File: src/rtl/int_ctrl.sv
// Edge-triggered interrupt controller with lowest-index priority, mask register and REQ/ACK handshake.
// Optional macro INT_CTRL_SYNC_EN inserts a 2-flop synchroniser on every irq line.
module int_ctrl #(
  parameter int          NSRC     = 4,
  parameter logic [31:0] VEC_BASE = 32'h0000_0008
) (
  input  logic            Clk,
  input  logic            Clrn,
  input  logic [NSRC-1:0] irq,
  input  logic            mask_we,
  input  logic [NSRC-1:0] mask_wdata,
  input  logic            inta,
  output logic            intr,
  output logic [31:0]     vector,
  output logic [NSRC-1:0] pending,
  output logic [NSRC-1:0] mask
);

  localparam int IDW = (NSRC > 1) ? $clog2(NSRC) : 1;

  typedef enum logic [1:0] {S_IDLE, S_REQ, S_ACK} state_t;

  state_t            r_state, w_state_next;
  logic [IDW-1:0]    r_id, w_id_next, w_grant_id;
  logic              r_intr, w_intr_next;
  logic [31:0]       r_vector, w_vector_next;
  logic [NSRC-1:0]   r_pending, r_mask, r_irq_q;
  logic [NSRC-1:0]   w_irq_s, w_rise, w_req, w_clr;
  logic [1:0]        r_arm_cnt;
  logic              w_armed;

`ifdef INT_CTRL_SYNC_EN
  localparam logic [1:0] ARM_CYC = 2'd3;
  logic [NSRC-1:0] r_sync1, r_sync2;

  always_ff @(posedge Clk or negedge Clrn) begin
    if (!Clrn) begin
      r_sync1 <= '0;
      r_sync2 <= '0;
    end else begin
      r_sync1 <= irq;
      r_sync2 <= r_sync1;
    end
  end

  assign w_irq_s = r_sync2;
`else
  localparam logic [1:0] ARM_CYC = 2'd1;
  assign w_irq_s = irq;
`endif

  // Edges are blanked until the sampling pipeline has caught up with the live
  // irq levels, so a line already high at reset release never raises a request.
  assign w_armed = (r_arm_cnt == ARM_CYC);
  assign w_rise  = w_armed ? (w_irq_s & ~r_irq_q) : '0;
  assign w_req   = r_pending & ~r_mask;
  assign w_clr   = (r_state == S_REQ && inta) ? (NSRC'(1) << r_id) : '0;

  always_comb begin
    w_grant_id = '0;
    for (int i = NSRC - 1; i >= 0; i--) begin
      if (w_req[i]) w_grant_id = IDW'(i);
    end
  end

  always_ff @(posedge Clk or negedge Clrn) begin
    if (!Clrn) begin
      r_state <= S_IDLE;
    end else begin
      r_state <= w_state_next;
    end
  end

  always_comb begin
    w_state_next = r_state;
    case (r_state)
      S_IDLE:  if (|w_req) w_state_next = S_REQ;
      S_REQ:   if (inta)   w_state_next = S_ACK;
      S_ACK:   if (!inta)  w_state_next = S_IDLE;
      default: w_state_next = S_IDLE;
    endcase
  end

  // Id and vector only move on the IDLE->REQ transition; they hold otherwise.
  always_comb begin
    w_intr_next   = (w_state_next == S_REQ);
    w_id_next     = r_id;
    w_vector_next = r_vector;
    if (r_state == S_IDLE && (|w_req)) begin
      w_id_next     = w_grant_id;
      w_vector_next = VEC_BASE + (32'(w_grant_id) << 2);
    end
  end

  always_ff @(posedge Clk or negedge Clrn) begin
    if (!Clrn) begin
      r_intr    <= 1'b0;
      r_vector  <= VEC_BASE;
      r_id      <= '0;
      r_pending <= '0;
      r_mask    <= '1;
      r_irq_q   <= '0;
      r_arm_cnt <= '0;
    end else begin
      r_intr    <= w_intr_next;
      r_vector  <= w_vector_next;
      r_id      <= w_id_next;
      r_pending <= (r_pending & ~w_clr) | w_rise;
      r_irq_q   <= w_irq_s;
      if (mask_we) r_mask <= mask_wdata;
      if (!w_armed) r_arm_cnt <= r_arm_cnt + 2'd1;
    end
  end

  assign intr    = r_intr;
  assign vector  = r_vector;
  assign pending = r_pending;
  assign mask    = r_mask;

endmodule

File: config.mk
export PLATFORM = sky130hd
export DESIGN_NAME = int_ctrl
export DESIGN_NICKNAME = d
export VERILOG_FILES = /design/src/rtl/int_ctrl.sv
export SDC_FILE = /design/constraint.sdc
export NUM_CORES = 1
export LEC_CHECK = 0
export ABC_AREA = 1
export BUFFER_PORTS_ARGS = -buffer_cell sky130_fd_sc_hd__buf_2
export CELL_PAD_IN_SITES_DETAIL_PLACEMENT = 2
export CELL_PAD_IN_SITES_GLOBAL_PLACEMENT = 2
export CORE_UTILIZATION = 22
export DETAILED_ROUTE_END_ITERATION = 8
export PLACE_DENSITY_LB_ADDON = 0.3
export SYNTH_ARGS = -nofsm -noshare
export SYNTH_HDL_FRONTEND = slang
export SYNTH_SLANG_ARGS = --single-unit
File: constraint.sdc
create_clock -name Clk -period 1.06 [get_ports Clk]
set_input_delay 0 -clock Clk [delete_from_list [all_inputs] [get_ports Clk]]
set_output_delay 0 -clock Clk [all_outputs]
set_load 0.1 [all_outputs]
==> results_dict.tcl <==
set metrics [dict create \
    finalClockSkew_ps 1.080 \
    final.fill_count 493 \
    status "finished, violations left" \
    period_needed_ps 1221 \
    tns_ps -967.8 \
    min-delay-start "mask_we" \
    gr-usage-all-layers_pct 10.24 \
    grt_pass1_vias 853 \
    core_sq_mm 0.004444 \
    grt_start_max_net_pins 21 \
    end_kind "flop" \
    synth.distinct_cells 19 \
    pwr-share-comb_pct 64.0 \
    viasPerCell 3.892 \
    antenna_found_initial 0 \
    drtIter0Drc 27 \
    cts_buffer_depth 2 \
    cts.htree.levels 1 \
    power_switching_uw 2601 \
    r2r-end "intr" \
    hold_path_class "input pin to flop" \
    crit_arrival_ps 1370 \
    cp_max_fo 3 \
    drt_pass1_iterations 8 \
    area_growth_pct 49.28 \
    initial_core_util_pct 23.48 \
    max_freq_mhz 819.0 \
    worstSetupPathType "flop to flop" \
    clk_pin_slew_ps 70 \
    r2r_slack_ps -160 \
    syn_area_sq_mm 0.001044 \
    cts_buffers 3 \
    leakagePower_uw 0.0007637 \
    dieWidth_um 70.87 \
    power.density_mw_per_mm2 3135 \
    synth_seq_area_share_pct 48.56 \
    seqPwrFrac_pct 25.6 \
    final_hold_viol_count 0 \
    drt.antenna.violating_nets 0 \
    post-route-period-util_pct 115.2 \
    violations "DRC, setup timing" \
    antennaDiodeCount 0 \
    maxSlewViolCount 0 \
    worstHoldPathCells 2 \
    cts_sinks 20 \
    die-area_sq_mm 0.005023 \
    place_hpwl_mm 1.967 \
    route.detailed.drc 8 \
    root_buffer "clkbuf_8" \
    num_vias 829 \
    synthCells 117 \
    multiInputGateArea_sq_um 397.9 \
    num_rows 24 \
    cts_tree "yes" \
    routedWlPerCell_um 11.34 \
    place.gp.congestion 0.7504 \
    seqCellArea_sq_um 534.3 \
    vdd.ir_drop.worst_uv 854.1 \
    pwr-share-clk_pct 10.4 \
    syn_avg_cell_area_sq_um 8.919 \
    worstRegToRegCells 6 \
    finalSetupViolCount 9 \
    die_y_um 70.87 \
    clock_latency_ps 260 \
    routed_wl_mm 2.416 \
    internal-power_uw 2282 \
    crit_required_ps 1210 \
    hold_end "mask[2]" \
    start_kind "flop" \
    cap_violations 0 \
    layout_setup_ws_ps -161.0 \
    drive_above_1_share_pct 39.75 \
    gr-total-overflow 0 \
    worstReg2RegStart "mask[1]" \
    grt_pass1_wl_mm 3.933 \
    rsz0062_at_grt "yes" \
    hold_ws_ps 9.945 \
    p_sw_share_pct 53.27 \
    port-buffer-count 23 \
    post-place-ws_ps -173.2 \
    finalNetCount 175 \
    num_io_pins 53 \
    ys_warn_count 0 \
    postSynthRegisterBits 20 \
]
layout make-up:
| type | count | share of cell area (%) |
|---|---|---|
| flip-flops and latches | 20 | 34.30 |
| repair buffers | 42 | 30.28 |
| multi-input cells | 84 | 25.54 |
| well taps | 52 | 4.177 |
| inverters | 11 | 2.811 |
| clock buffers | 3 | 2.651 |
| clock inverters | 1 | 0.2410 |
routing by layer:
| metal | part of all wire [%] | GRT usage [%] | vias up | routed length [um] |
|---|---|---|---|---|
| met5 | 0 | 0 | - | 0 |
| met4 | 2.0 | 5.333 | 0 | 49 |
| met3 | 6.7 | 2.422 | 5 | 161 |
| met2 | 51 | 18.38 | 37 | 1237 |
| met1 | 40 | 11.23 | 400 | 968 |
| li1 | - | - | 387 | - |
cell usage in the layout (no fill, tap or decap), types with 7 or more instances in the layout:
cell type,Yosys,layout
buf_12,0,12
buf_2,0,11
buf_4,29,7
conb_1,1,29
dfrtp_1,15,9
dlygate4sd3_1,0,9
nand2_1,27,21
nand2_2,4,9
timing repair:
action | 4_1_cts | 5_1_grt
gates resized for setup | 7 | 5
hold endpoints to repair | 24 | 0
setup buffers | 0 | 0
pin swaps | 1 | 2
endpoints found under the setup margin | 12 | 13
hold buffers | 9 | 0
worst max-delay path by stage:
stage | from | end | slack [ps] | cells past startpoint
global route | mask[2] | r_id[1] | -220 | 8
global placement | mask[0] | r_state[0] | -140 | 6
detailed placement | mask[1] | intr | -170 | 6
CTS | mask[0] | intr | -180 | 6
finish | mask[1] | intr | -160 | 6
floorplan | mask[2] | intr | -350 | 6
power groups by stage:
stage | combinational, uW | clock [uW] | sequential (uW)
floorplan | 991 | 0 | 2300
global placement | 3020 | 0 | 1240
detailed placement | 3080 | 0 | 1260
CTS | 3140 | 535 | 1250
global route | 3270 | 564 | 1280
finish | 3130 | 508 | 1250
Yosys cell counts:
cell / instances / area (sq um)
o21ai_1: 1 / 5.000
nor2_2: 1 / 6.260
clkbuf_2: 1 / 5.000
nor3_1: 1 / 5.000
dfrtp_1: 15 / 375.4
nand3b_1: 4 / 30.03
dfstp_2: 5 / 131.4
o21ai_0: 8 / 40.04
conb_1: 1 / 3.750
nand3_1: 2 / 10.01
nand2_2: 4 / 25.02
buf_4: 29 / 217.7
xnor2_1: 1 / 8.760
a21oi_1: 1 / 5.000
inv_1: 11 / 41.29
or2_1: 2 / 12.51
nor2_1: 2 / 7.510
ha_1: 1 / 12.51
nand2_1: 27 / 101.4
stage by stage:
step | instances | power, uW | utilization (%) | instance area, sq um
after floorplan | 145 | 3290 | - | 1179
after global placement | 200 | 4258 | 31.31 | 1391
after detailed placement | 200 | 4341 | 31.31 | 1391
after CTS | 213 | 4923 | 34.68 | 1541
after global routing | 213 | 5118 | 35.05 | 1558
final | 213 | 4883 | 35.05 | 1558
kinds of logic after synthesis:
| group | share of synthesized area [%] |
|---|---|
| flops | 48.56 |
| other cells | 0.3594 |
| fa+ha+maj | 1.199 |
| simple gates | 18.94 |
| buf+inv | 25.30 |
| xor+xnor | 0.8395 |
| compound gates | 4.795 |
state kept, by name, summed over array words and instances, names as in the netlist:
| signal | cells |
|---|---|
| intr | 1 |
| mask | 4 |
| pending | 4 |
| r_arm_cnt | 2 |
| r_id | 2 |
| r_irq_q | 4 |
| r_state | 2 |
| vector | 1 |
worst max-delay path: stages (launching register included):
cell and delay, ps:
dfstp_4 630, inv_2 40, nand2_2 60, nand2_2 50, nand2_2 60, nand2_2 60
or2_1 200
Power figures use the tool's default switching activity.
